[config.mk]
export PLATFORM = sky130hd
export DESIGN_NAME = seg7_scan
export DESIGN_NICKNAME = d
export VERILOG_FILES = /design/src/rtl/seg7_pkg.sv /design/src/rtl/seg7_dec.sv /design/src/rtl/seg7_scan.sv
export SDC_FILE = /design/constraint.sdc
export NUM_CORES = 1
export LEC_CHECK = 0
export ABC_AREA = 1
export CELL_PAD_IN_SITES_DETAIL_PLACEMENT = 1
export CELL_PAD_IN_SITES_GLOBAL_PLACEMENT = 1
export CORE_MARGIN = 1
export CORE_UTILIZATION = 40
export CTS_CLUSTER_DIAMETER = 60
export DETAILED_ROUTE_END_ITERATION = 16
export PLACE_DENSITY_LB_ADDON = 0.12
export SLEW_MARGIN = 20
export SYNTH_ARGS = -nofsm -noshare
export SYNTH_HDL_FRONTEND = slang
export SYNTH_SLANG_ARGS = --single-unit
[constraint.sdc]
create_clock -name clk -period 1.95 [get_ports clk]
set_input_delay 0.2925 -clock clk [delete_from_list [all_inputs] [get_ports clk]]
set_output_delay 0.2925 -clock clk [all_outputs]
set_load 0.02 [all_outputs]
[src/rtl/seg7_pkg.sv]
// Shared constants for the 7-segment scan driver: active-high segment
// patterns for BCD digits and the bit position of each segment.
package seg7_pkg;

  localparam logic [7:0] SEG_0     = 8'h3F;
  localparam logic [7:0] SEG_1     = 8'h06;
  localparam logic [7:0] SEG_2     = 8'h5B;
  localparam logic [7:0] SEG_3     = 8'h4F;
  localparam logic [7:0] SEG_4     = 8'h66;
  localparam logic [7:0] SEG_5     = 8'h6D;
  localparam logic [7:0] SEG_6     = 8'h7D;
  localparam logic [7:0] SEG_7     = 8'h07;
  localparam logic [7:0] SEG_8     = 8'h7F;
  localparam logic [7:0] SEG_9     = 8'h6F;
  localparam logic [7:0] SEG_BLANK = 8'h00;

  localparam int SEG_A  = 0;
  localparam int SEG_B  = 1;
  localparam int SEG_C  = 2;
  localparam int SEG_D  = 3;
  localparam int SEG_E  = 4;
  localparam int SEG_F  = 5;
  localparam int SEG_G  = 6;
  localparam int SEG_DP = 7;

endpackage

[src/rtl/seg7_dec.sv]
// Combinational BCD to 7-segment decoder (active-high, segments a..g).
// Non-BCD codes decode to an all-off pattern.
module seg7_dec
  import seg7_pkg::*;
(
  input  logic [3:0] bcd,
  output logic [6:0] pat
);

  always_comb begin
    pat = SEG_BLANK[SEG_G:SEG_A];
    case (bcd)
      4'd0: pat = SEG_0[SEG_G:SEG_A];
      4'd1: pat = SEG_1[SEG_G:SEG_A];
      4'd2: pat = SEG_2[SEG_G:SEG_A];
      4'd3: pat = SEG_3[SEG_G:SEG_A];
      4'd4: pat = SEG_4[SEG_G:SEG_A];
      4'd5: pat = SEG_5[SEG_G:SEG_A];
      4'd6: pat = SEG_6[SEG_G:SEG_A];
      4'd7: pat = SEG_7[SEG_G:SEG_A];
      4'd8: pat = SEG_8[SEG_G:SEG_A];
      4'd9: pat = SEG_9[SEG_G:SEG_A];
      default: pat = SEG_BLANK[SEG_G:SEG_A];
    endcase
  end

endmodule

[src/rtl/seg7_scan.sv]
// Time-multiplexed 4-digit 7-segment driver with per-slot blanking gap,
// blink, leading-zero blanking and a once-per-frame shadow latch of the inputs.
module seg7_scan
  import seg7_pkg::*;
#(
  parameter int SCAN_DIV    = 12500,
  parameter int BLANK_CYC   = 16,
  parameter bit SEG_ACT_LOW = 1'b1,
  parameter bit DIG_ACT_LOW = 1'b1
) (
  input  logic       clk,
  input  logic       rst,
  input  logic [3:0] d0,
  input  logic [3:0] d1,
  input  logic [3:0] d2,
  input  logic [3:0] d3,
  input  logic [3:0] dp,
  input  logic [3:0] blink,
  input  logic       blink_tick,
  input  logic       lzb,
  output logic [7:0] seg,
  output logic [3:0] dig,
  output logic       frame
);

  localparam int              CW        = (SCAN_DIV > 1) ? $clog2(SCAN_DIV) : 1;
  localparam logic [CW-1:0]   CNT_LAST  = CW'(SCAN_DIV - 1);
  localparam logic [CW-1:0]   BLANK_LIM = CW'(BLANK_CYC);
  localparam logic [7:0]      SEG_OFF   = SEG_ACT_LOW ? 8'hFF : 8'h00;
  localparam logic [3:0]      DIG_OFF   = DIG_ACT_LOW ? 4'hF : 4'h0;

  logic [CW-1:0] cnt_q, cnt_d;
  logic [1:0]    slot_q, slot_d;
  logic          phase_q, phase_d;
  logic [3:0]    sh_dig_q [4];
  logic [3:0]    sh_dig_d [4];
  logic [3:0]    sh_dp_q, sh_dp_d;
  logic [3:0]    sh_blink_q, sh_blink_d;
  logic          sh_lzb_q, sh_lzb_d;
  logic [7:0]    seg_q, seg_d;
  logic [3:0]    dig_q, dig_d;

  logic          cnt_last;
  logic          latch;
  logic [3:0]    cur_bcd;
  logic [6:0]    cur_pat;
  logic [7:0]    seg_raw;
  logic [3:0]    dig_hot;

  seg7_dec u_dec (
    .bcd (cur_bcd),
    .pat (cur_pat)
  );

  always_comb begin
    cnt_last   = (cnt_q == CNT_LAST);
    latch      = cnt_last && (slot_q == 2'd3);
    cnt_d      = cnt_last ? '0 : cnt_q + 1'b1;
    slot_d     = cnt_last ? slot_q + 2'd1 : slot_q;
    phase_d    = phase_q ^ blink_tick;

    sh_dig_d   = sh_dig_q;
    sh_dp_d    = sh_dp_q;
    sh_blink_d = sh_blink_q;
    sh_lzb_d   = sh_lzb_q;
    if (latch) begin
      sh_dig_d[0] = d0;
      sh_dig_d[1] = d1;
      sh_dig_d[2] = d2;
      sh_dig_d[3] = d3;
      sh_dp_d     = dp;
      sh_blink_d  = blink;
      sh_lzb_d    = lzb;
    end

    // Output path works from the current (slot, cnt); the register adds the one-cycle lag.
    cur_bcd = sh_dig_q[slot_q];
    seg_raw = {sh_dp_q[slot_q], cur_pat};
    if (sh_lzb_q && (slot_q == 2'd3) && (sh_dig_q[3] == 4'd0)) begin
      seg_raw[SEG_G:SEG_A] = SEG_BLANK[SEG_G:SEG_A];
    end
    if (phase_q && sh_blink_q[slot_q]) begin
      seg_raw = SEG_BLANK;
    end
    dig_hot = 4'b0001 << slot_q;

    if (cnt_q < BLANK_LIM) begin
      seg_d = SEG_OFF;
      dig_d = DIG_OFF;
    end else begin
      seg_d = SEG_ACT_LOW ? ~seg_raw : seg_raw;
      dig_d = DIG_ACT_LOW ? ~dig_hot : dig_hot;
    end
  end

  always_ff @(posedge clk or posedge rst) begin
    if (rst) begin
      cnt_q      <= '0;
      slot_q     <= 2'd0;
      phase_q    <= 1'b0;
      sh_dig_q   <= '{default: 4'd0};
      sh_dp_q    <= 4'd0;
      sh_blink_q <= 4'd0;
      sh_lzb_q   <= 1'b0;
      seg_q      <= SEG_OFF;
      dig_q      <= DIG_OFF;
    end else begin
      cnt_q      <= cnt_d;
      slot_q     <= slot_d;
      phase_q    <= phase_d;
      sh_dig_q   <= sh_dig_d;
      sh_dp_q    <= sh_dp_d;
      sh_blink_q <= sh_blink_d;
      sh_lzb_q   <= sh_lzb_d;
      seg_q      <= seg_d;
      dig_q      <= dig_d;
    end
  end

  assign seg   = seg_q;
  assign dig   = dig_q;
  assign frame = latch;

endmodule

; Word level (Yosys, flattened, before mapping)
; Memories as Yosys holds them, arrays and structs flattened.
; Index checks and enable logic that the tools add are counted.
[classes]
n_addsub = 2
magnitude_cmp = 3
eq_ne = 2
shifts = 1
muxes = 12
bitwise = 4
n_reduce_logical = 5
[ops]
columns = cell, n
row1 = $mux W8, 2
row2 = $add A14 B1 Y14 const B, 1
row3 = $eq A14 B14 Y1 const B, 1
row4 = $lt A14 B5 Y1 const B, 1
row5 = $mux W14, 1
row6 = $mux W4, 3
row7 = $bmux W4 S2, 1
row8 = $not A8 Y8, 1
row9 = $mux W7, 1
row10 = $bmux W1 S2, 2
row11 = $logic_and A1 B1 Y1, 4
row12 = $logic_not A4 Y1, 1
row13 = $not A4 Y4, 1
row14 = $shl A1 B2 Y4 const A, 1
row15 = $ge A3 B3 Y1 const B, 1
row16 = $lt A2 B3 Y1 const B, 1
row17 = $not A2 Y3, 1
row18 = $add A2 B1 Y2 const B, 1
row19 = $eq A2 B2 Y1 const B, 1
row20 = $mux W1, 2
row21 = $xor A1 B1 Y1, 1
[totals]
reg_bits = 54
rom_bits = 112
inputBits = 28
output_inout_bits = 13
elab_cells = 42
n_memories = 1
[mem_list]
columns = memory, words, word_bits, read_ports, rd_ports_with_merged_regs, wr, line
row1 = (name not given), 16, 7, 1, 0, 0, seg7_dec.sv:12  ; case (bcd)

; Logic depth before layout (Yosys ltp)
; Gate-level depths: netlist of run 1.
; An unclocked memory read counts as a cell.
[depth]
ltp_word = 9
ltp_mapped = 11
mapped_depth_nobuf = 10

; Hierarchy
; From an unflattened synthesis of run 1, not the netlist that was laid out.
[unflattened]
cells_unflattened = 364
area_unflattened_um2 = 2899.0
[by_module_without_submodules]
columns = module, n_inst, cells_each, area_per_inst_um2, seq_area_each_um2
row1 = seg7_scan, 1, 325, 2688.8, 1366.3
row2 = seg7_dec, 1, 39, 210.2, 0.0

; Least setup slack after synthesis of run 1
; OpenSTA, ideal clock, no wires.
[synth_path]
path_type = register -> register
start = register slot_q[0]
end = register seg_q[3], in the netlist seg[3]
setup_time_ps = 61
arrival_time_ps = 1577
required_time_ps = 1889
slack_ps = 313
stages_incl_launch_ff = 10
path_buffers = 1
period_less_slack_ps = 1637
path_cell_list = dfrtp_1 > inv_2 > buf_2 > nand2_1 > a32oi_1 > inv_1 > ha_1 > nand2_1 > nand3_1 > nand2_1
[synth_via]
elab_chain_len = 9
elab_cells_between_ends = 15
classes_between = eq/ne (1) / mux (8) / bitwise (2) / reduce/logical (3) / memory (1)
[synth_lines]
columns = item, line
row1 = from (decl), seg7_scan.sv:33  ; logic [1:0] slot_q, slot_d;
row2 = from (signal assigned), seg7_scan.sv:109  ; slot_q <= slot_d;
row3 = $not A2 Y3 (implied by the code), seg7_scan.sv:77  ; cur_bcd = sh_dig_q[slot_q];
row4 = $bmux W4 S2, seg7_scan.sv:77
row5 = $mux W4 (implied by the code) (2 in series), seg7_scan.sv:77
row6 = $mem_v2 Z16 W7, -
row7 = $mux W7, seg7_scan.sv:79  ; if (sh_lzb_q && (slot_q == 2'd3) && (sh_dig_q[3] == 4'd0)) begin
row8 = $mux W8 *, seg7_scan.sv:82  ; if (phase_q && sh_blink_q[slot_q]) begin
row9 = $not A8 Y8 *, seg7_scan.sv:91  ; seg_d = SEG_ACT_LOW ? ~seg_raw : seg_raw;
row10 = $mux W8 *, seg7_scan.sv:87  ; if (cnt_q < BLANK_LIM) begin
row11 = via seg_d[3], seg7_scan.sv:40  ; logic [7:0] seg_q, seg_d;
row12 = to (signal assigned), seg7_scan.sv:115  ; seg_q <= seg_d;
row13 = to (decl), seg7_scan.sv:40
; The timed path passes the listed nets; every way through them passes the cells marked *. The select of a mux whose other input is x is not followed.
; A chain may end at the register's enable or synchronous reset.

; Worst setup path in the final report of run 1
[layout_path]
start = register cnt_q[1]
end = output frame
[layout_via]
elab_chain_len = 2
[layout_lines]
columns = item, line
row1 = from (decl), seg7_scan.sv:32  ; logic [CW-1:0] cnt_q, cnt_d;
row2 = from (signal assigned), seg7_scan.sv:108  ; cnt_q <= cnt_d;
row3 = $eq A14 B14 Y1, seg7_scan.sv:56  ; cnt_last = (cnt_q == CNT_LAST);
row4 = $logic_and A1 B1 Y1, seg7_scan.sv:57  ; latch = cnt_last && (slot_q == 2'd3);
row5 = to (decl), seg7_scan.sv:23  ; output logic frame
; No other way between the ends.

==> results of run 1 <==
[stage by stage]
stage | setup WS, ns | cell area, sq um | util, %
5_1_grt | 0.05386 | 3371 | 52.78
3_3_place_gp | 0.03117 | 3271 | 51.21
3_5_place_dp | -0.03134 | 3271 | 51.21
6_report | 0.1164 | 3371 | 52.78
2_1_floorplan | 0.3128 | 2674 | -
4_1_cts | 0.01778 | 3369 | 52.76
[critical path: cells and delay by family, from the launching register on]
family / cells / cell delay [ns]
fa+ha+maj: 1 / 0.18
buf+inv: 1 / 0.17
flops: 1 / 0.37
simple gates: 4 / 0.51
[Yosys cell counts]
cell type  instances  area share (%)
dfstp_2           12              12
nand2_2            6             1.4
ha_1              10             4.7
o21ai_1            1            0.19
nand2_4            1            0.42
buf_6              2            0.84
nand2_1          120              17
o21ai_2            4             1.3
nor2_1            24             3.4
a21oi_1            5            0.94
nand3_1           22             4.1
dfrtp_1           42              39
buf_12             1            0.75
xor2_1             9             2.9
inv_1             28             3.9
o211ai_1           1            0.28
nor2_2             1            0.23
xnor2_1            1            0.33
nor3_4             1            0.61
inv_2              3            0.42
nor3_1             6             1.1
buf_2              5            0.94
o21ai_0            4            0.75
nand4_1            4            0.94
nor2_8             1            0.75
and2_1             1            0.23
o22ai_1            1            0.23
a32oi_1            1            0.33
[where the power goes]
group / switching (mW) / total (mW) / internal [mW] / leakage [nW]
logic: 0.0784 / 0.177 / 0.0983 / 1.02
registers: 0.0123 / 1.16 / 1.15 / 0.565
clock network: 0.367 / 0.653 / 0.286 / 0.0472
[sequential cells by signal (all words and copies together), names as in the netlist]
register / flops
sh_dig_q: 16
dig: 4
slot_q: 2
sh_dp_q: 4
sh_blink_q: 4
cnt_q: 14
seg: 8
sh_lzb_q: 1
phase_q: 1
[per-layer routing]
layer	vias to the layer above	share of wire, %
met5	-	0
met4	0	2.0
met3	10	2.6
met1	1049	47
li1	1099	-
met2	33	48
[area by class of cell]
cell class,instances,area [sq um],area share (%)
Clock inverter,2,12.51,0.3712
Sequential cell,54,1366,40.53
Tap cell,77,96.34,2.858
Timing Repair Buffer,60,570.5,16.93
Inverter,31,116.4,3.452
Multi-Input combinational cell,224,1126,33.41
Clock buffer,6,82.58,2.450
[logic make-up after synthesis]
family,after synthesis,share of synthesized area (%)
AOI/OAI and AO/OA,17,4.024
xor gates and xnor gates,10,3.276
adders and majority gates,10,4.679
buffers and inverters,39,6.879
DFF,54,51.10
and+or+nand+nor,187,30.04
[timing repair]
action	CTS	global route
pin swaps	1	1
setup endpoints to repair	1	1
buffers inserted	0	1
hold endpoints to repair	0	0
cloned	0	0
gates resized for setup	4	1
[path summary, 6_finish.rpt]
path	start	endpoint	cells after the start
setup reg to reg	cnt_q[1]$_DFF_PP0_	sh_lzb_q$_DFFE_PP0P_	8
setup / recovery	cnt_q[1]$_DFF_PP0_	frame	6
hold reg to reg	sh_dig_q[15]$_DFFE_PP0P_	sh_dig_q[15]$_DFFE_PP0P_	2
min in group clk	sh_dig_q[15]$_DFFE_PP0P_	sh_dig_q[15]$_DFFE_PP0P_	2
hold / removal	rst	cnt_q[13]$_DFF_PP0_	2
max in group asynchronous	rst	seg[7]$_DFF_PP1_	3
==> results.py, run 1 <==
metrics = {
    "outcome": {
        "status": "complete, no violations",
    },
    "clock_tree": {
        "ctsHtreeMaxLevel": 2,
        "cts-buffers-inserted": 5,
        "cts_sinks": 54,
        "cts_tree": "built",
        "cts_root_buf": "clkbuf_8",
        "clock_path_buffers": 2,
        "clk_pin_slew_ns": 0.10,
        "clock_latency_ns": 0.31,
        "holdBufCountCts": 0,
    },
    "die": {
        "die_x_um": 83.76,
        "die_y_um": 83.76,
        "rows": 29,
        "die-area_sq_um": 7016,
        "ioPinCount": 41,
        "coreArea_sq_um": 6386,
        "start_util_pct": 41.87,
    },
    "routing": {
        "routedWlPerCell_um": 13.07,
        "vias": 2191,
        "drt-initial-drc-count": 83,
        "drt_wl_total_um": 5936,
        "drcViolationCount": 0,
        "ant_nets": 0,
        "drt_pass1_iterations": 3,
        "via_per_inst": 4.826,
    },
    "sta": {
        "rsz0062_at_grt": "no",
        "setup-violations-final": 0,
        "fmax_ghz": 0.5454,
        "finalCritPeriodShare_pct": 94.03,
        "hold_viol": 0,
        "drv_slew": 0,
        "fin_setup_tns_ns": 0,
        "holdWs_ns": 0.2984,
        "worstMarginPinSlew_ns": 0.4422,
        "skew_ns": 0.006021,
        "post-route-min-period_ns": 1.834,
        "relSlewSlack_pct": 70.48,
    },
    "place": {
        "place_inst": 445,
        "gp_congestion": 0.8331,
        "dpl.hpwl_um": 4699,
        "portBuffers": 40,
    },
    "critical_path": {
        "worstSetupPathType": "reg2out",
        "path_max_fanout": 3,
        "cp.arrival_ns": 1.54,
        "slowest_delay_ns": 0.37,
        "critPathLaunchType": "flop",
        "cp-end-kind": "output port",
        "reg2reg_slack_ns": 0.29,
        "slowest_stage": "dfrtp_1",
        "cp.required_ns": 1.66,
        "worstPathCellList": "ha_1, nand3_1, nor2_2, nand2_4, nor2_8, buf_2",
    },
    "yosys": {
        "synth_seq_cells": 54,
        "synth_cell_types": 28,
        "syn_area_per_cell_sq_um": 8.435,
        "synth_area_sq_um": 2674,
        "ys_warn_count": 0,
        "yosysSeqAreaShare_pct": 51.10,
        "synth_nets": 355,
        "synthCells": 317,
    },
    "power_and_ir_drop": {
        "power_mw": 1.991,
        "ir_drop_mv": 0.2962,
        "power.density_nw_per_um2": 590.7,
        "leakagePower_nw": 1.636,
    },
    "global_routing": {
        "grt_pass1_vias": 2284,
        "antenna_found_initial": 0,
        "busiest_layer": "met2",
        "use_met1_pct": 24.84,
        "grt_max_degree": 31,
        "grtUsageTotal_pct": 18.86,
        "use_met3_pct": 3.561,
        "grt_pass1_wl_um": 10490,
        "global_route.usage.met2_pct": 30.89,
        "overflow": 0,
    },
    "finish": {
        "antennaDiodeCount": 0,
        "nNetsFinal": 414,
        "layout_common_cells": "nand2_1 (120), dfrtp_1 (42), clkdlybuf4s50_1 (39)",
        "drive_gt1_share_pct": 15.92,
        "layoutNonFillerInstCount": 454,
        "mostFrequentLayoutCell": "nand2_1",
        "area_growth_pct": 26.06,
        "fillers": 768,
    },
    "flow_run": {
        "drv_cap": 0,
    },
    "hold_path": {
        "hp-class": "in2async",
    },
}
No activity file was read; power rests on OpenSTA's default activity.
==> run 2: changes to the inputs <==
--- a/config.mk
+++ b/config.mk
@@ -11,8 +11,10 @@
 export CORE_MARGIN = 1
 export CORE_UTILIZATION = 40
 export CTS_CLUSTER_DIAMETER = 60
+export CTS_CLUSTER_SIZE = 10
 export DETAILED_ROUTE_END_ITERATION = 16
 export PLACE_DENSITY_LB_ADDON = 0.12
+export SETUP_SLACK_MARGIN = 0.5
 export SLEW_MARGIN = 20
 export SYNTH_ARGS = -nofsm -noshare
 export SYNTH_HDL_FRONTEND = slang
==> run 2 against run 1 <==
Effect of this change:
- setup slack improved by 0.11 ns
- final area increased by 18%
- hold slack improved by 0.015 ns
- final cell count increased by 5.3%
- non-clock buffer count increased by 23
- combinational power about the same
- critical path type unchanged
- die area unchanged
- count of clock-buffer cells in the layout increased by 2
- sequential cell count unchanged
- fmax increased by 6.5%
- utilization increased by 9.7 points
==> results.py, run 2 (synthesis results as in run 1) <==
metrics = {
    "power_and_ir_drop": {
        "power_mw": 2.080,
        "internal-power_mw": 1.596,
        "leakagePower_nw": 1.831,
        "power.density_nw_per_um2": 521.0,
        "ir_drop_mv": 0.5152,
        "power_frac_seq_pct": 56.0,
        "clkPwrFrac_pct": 35.6,
        "switchingPower_mw": 0.4833,
        "switching_share_pct": 23.24,
        "combPwrFrac_pct": 8.4,
    },
    "finish": {
        "layout.area.seq_sq_um": 1368,
        "drive_gt1_share_pct": 36.91,
        "mostFrequentLayoutCell": "nand2_1",
        "antennaDiodeCount": 0,
        "multiInputGateArea_sq_um": 1506,
        "fin_area_sq_um": 3991,
        "area_growth_pct": 49.27,
        "largest_register_ffs": 16,
        "layout_common_cells": "nand2_1 (101), dfrtp_1 (41), buf_4 (33)",
        "largest-register": "sh_dig_q",
        "fillers": 712,
        "final_core_util_pct": 62.50,
        "nNetsFinal": 438,
    },
    "critical_path": {
        "path_max_fanout": 2,
        "worstPathCellList": "inv_1, nand3_4, nor2_4, nand2_4, nor2_8, buf_6",
        "crit_family": "simple AND/OR/NAND/NOR gates",
        "cp-startpoint": "cnt_q[3]$_DFF_PP0_",
        "reg2reg_depth": 8,
        "slowest_stage": "dfrtp_1",
        "critPathLaunchType": "flop",
        "r2r-end": "sh_blink_q[2]$_DFFE_PP0P_",
        "cp.arrival_ns": 1.43,
        "cp-end-kind": "output port",
        "cp_num_buf_inv": 2,
        "reg2reg_slack_ns": 0.29,
        "worstSetupPathType": "reg2out",
        "slowest_delay_ns": 0.39,
        "cp.required_ns": 1.66,
        "r2r-start": "cnt_q[3]$_DFF_PP0_",
    },
    "die": {
        "coreArea_sq_um": 6386,
        "start_util_pct": 41.87,
        "die_y_um": 83.76,
        "die-area_sq_um": 7016,
        "rows": 29,
        "ioPinCount": 41,
        "die_x_um": 83.76,
    },
    "routing": {
        "drt_wl_total_um": 8884,
        "routedWlPerCell_um": 18.59,
        "ant_nets": 0,
        "drt-initial-drc-count": 140,
        "drcViolationCount": 0,
        "drt_pass1_iterations": 4,
        "via_per_inst": 5.069,
        "vias": 2423,
    },
    "sta": {
        "post-route-min-period_ns": 1.722,
        "fin_setup_tns_ns": 0,
        "drv_slew": 0,
        "setup-violations-final": 0,
        "fmax_ghz": 0.5807,
        "worstMarginPinSlew_ns": 0.3964,
        "relSlewSlack_pct": 73.52,
        "finalCritPeriodShare_pct": 88.31,
        "skew_ns": 0.01456,
        "holdWs_ns": 0.3129,
        "rsz0062_at_grt": "yes",
        "hold_viol": 0,
    },
    "place": {
        "dpl.hpwl_um": 4673,
        "dpl_cell_area_sq_um": 3284,
        "gp_congestion": 0.7707,
        "portBuffers": 40,
    },
    "clock_tree": {
        "clock_path_buffers": 2,
        "cts-buffers-inserted": 5,
        "cts_tree": "built",
        "cts_root_buf": "clkbuf_8",
        "ctsHtreeMaxLevel": 2,
        "cts_sinks": 54,
        "clock_latency_ns": 0.32,
        "holdBufCountCts": 0,
        "clk_pin_slew_ns": 0.09,
    },
    "global_routing": {
        "grt_pass1_wl_um": 12240,
        "overflow": 0,
        "grtUsageTotal_pct": 22.23,
        "antenna_found_initial": 0,
        "grt_pass1_vias": 2466,
        "grt_max_degree": 41,
    },
    "flow_run": {
        "drv_cap": 0,
    },
    "hold_path": {
        "hp-class": "in2async",
    },
    "outcome": {
        "status": "complete, no violations",
    },
}
## run 2: cell types whose count changed in the layout (fill, tap and decap cells not counted), sizes merged, moves of 5 or more
cell,before,now
buf,21,44
clkdlybuf4s15,0,5
clkdlybuf4s50,39,27
clkbuf,6,15
## run 2: metrics by stage
stage / worst slack (ns) / std cells
2_1_floorplan: 0.4223 / 317
3_3_place_gp: 0.04564 / 442
3_5_place_dp: 0.01902 / 442
4_1_cts: 0.2535 / 468
5_1_grt: 0.1481 / 478
6_report: 0.2279 / 478
## run 2: worst max-delay path by stage
stage                                      endpoint  slack (ns)  depth (start not counted)
final                                         frame        0.23                          6
after global routing      sh_blink_q[2]$_DFFE_PP0P_        0.15                          8
after CTS                                     frame        0.25                          6
after detailed placement                      frame        0.02                          6
after global placement                        frame        0.05                          6
after floorplan                    seg[3]$_DFF_PP1_        0.42                          9
## run 2: power groups by stage
stage          Sequential [mW]  Combinational [mW]  Clock [mW]
2_1_floorplan             1.19              0.0437           0
3_3_place_gp              1.18               0.151           0
3_5_place_dp              1.18               0.154           0
4_1_cts                   1.16               0.159       0.744
5_1_grt                   1.17               0.186       0.791
6_report                  1.16               0.174       0.741
## run 2: metal layers
metal / share of wire (%) / up-vias / global-route usage (%) / routed length (um)
met4: 1.8 / 0 / 7.704 / 159
met5: 0 / - / 0 / 0
met3: 4.2 / 17 / 3.561 / 375
met2: 50 / 67 / 37.25 / 4485
met1: 43 / 1186 / 29.26 / 3863
li1: - / 1153 / - / -
## run 2: cell type report
cell class	count	share of cell area, %
Inverter	31	3.448
Sequential cell	54	34.26
Timing Repair Buffer	83	19.18
Clock buffer	8	2.759
Timing Repair inverter	1	0.1881
Multi-Input combinational cell	224	37.74
Tap cell	77	2.414
## run 2: worst reg2reg max path, stage by stage (launching register included)
cell,delay [ns]
dfrtp_1,0.39
inv_1,0.15
nand3_4,0.12
nor2_4,0.14
nand2_4,0.08
nor2_8,0.11
buf_4,0.35
nand2_1,0.15
o21ai_1,0.10
## run 2: repair_timing
item                       CTS  global route
gates resized for setup     81            51
setup buffers               17            10
setup endpoints to repair   53            50
cloned                       1             0
pin swaps                   18            16
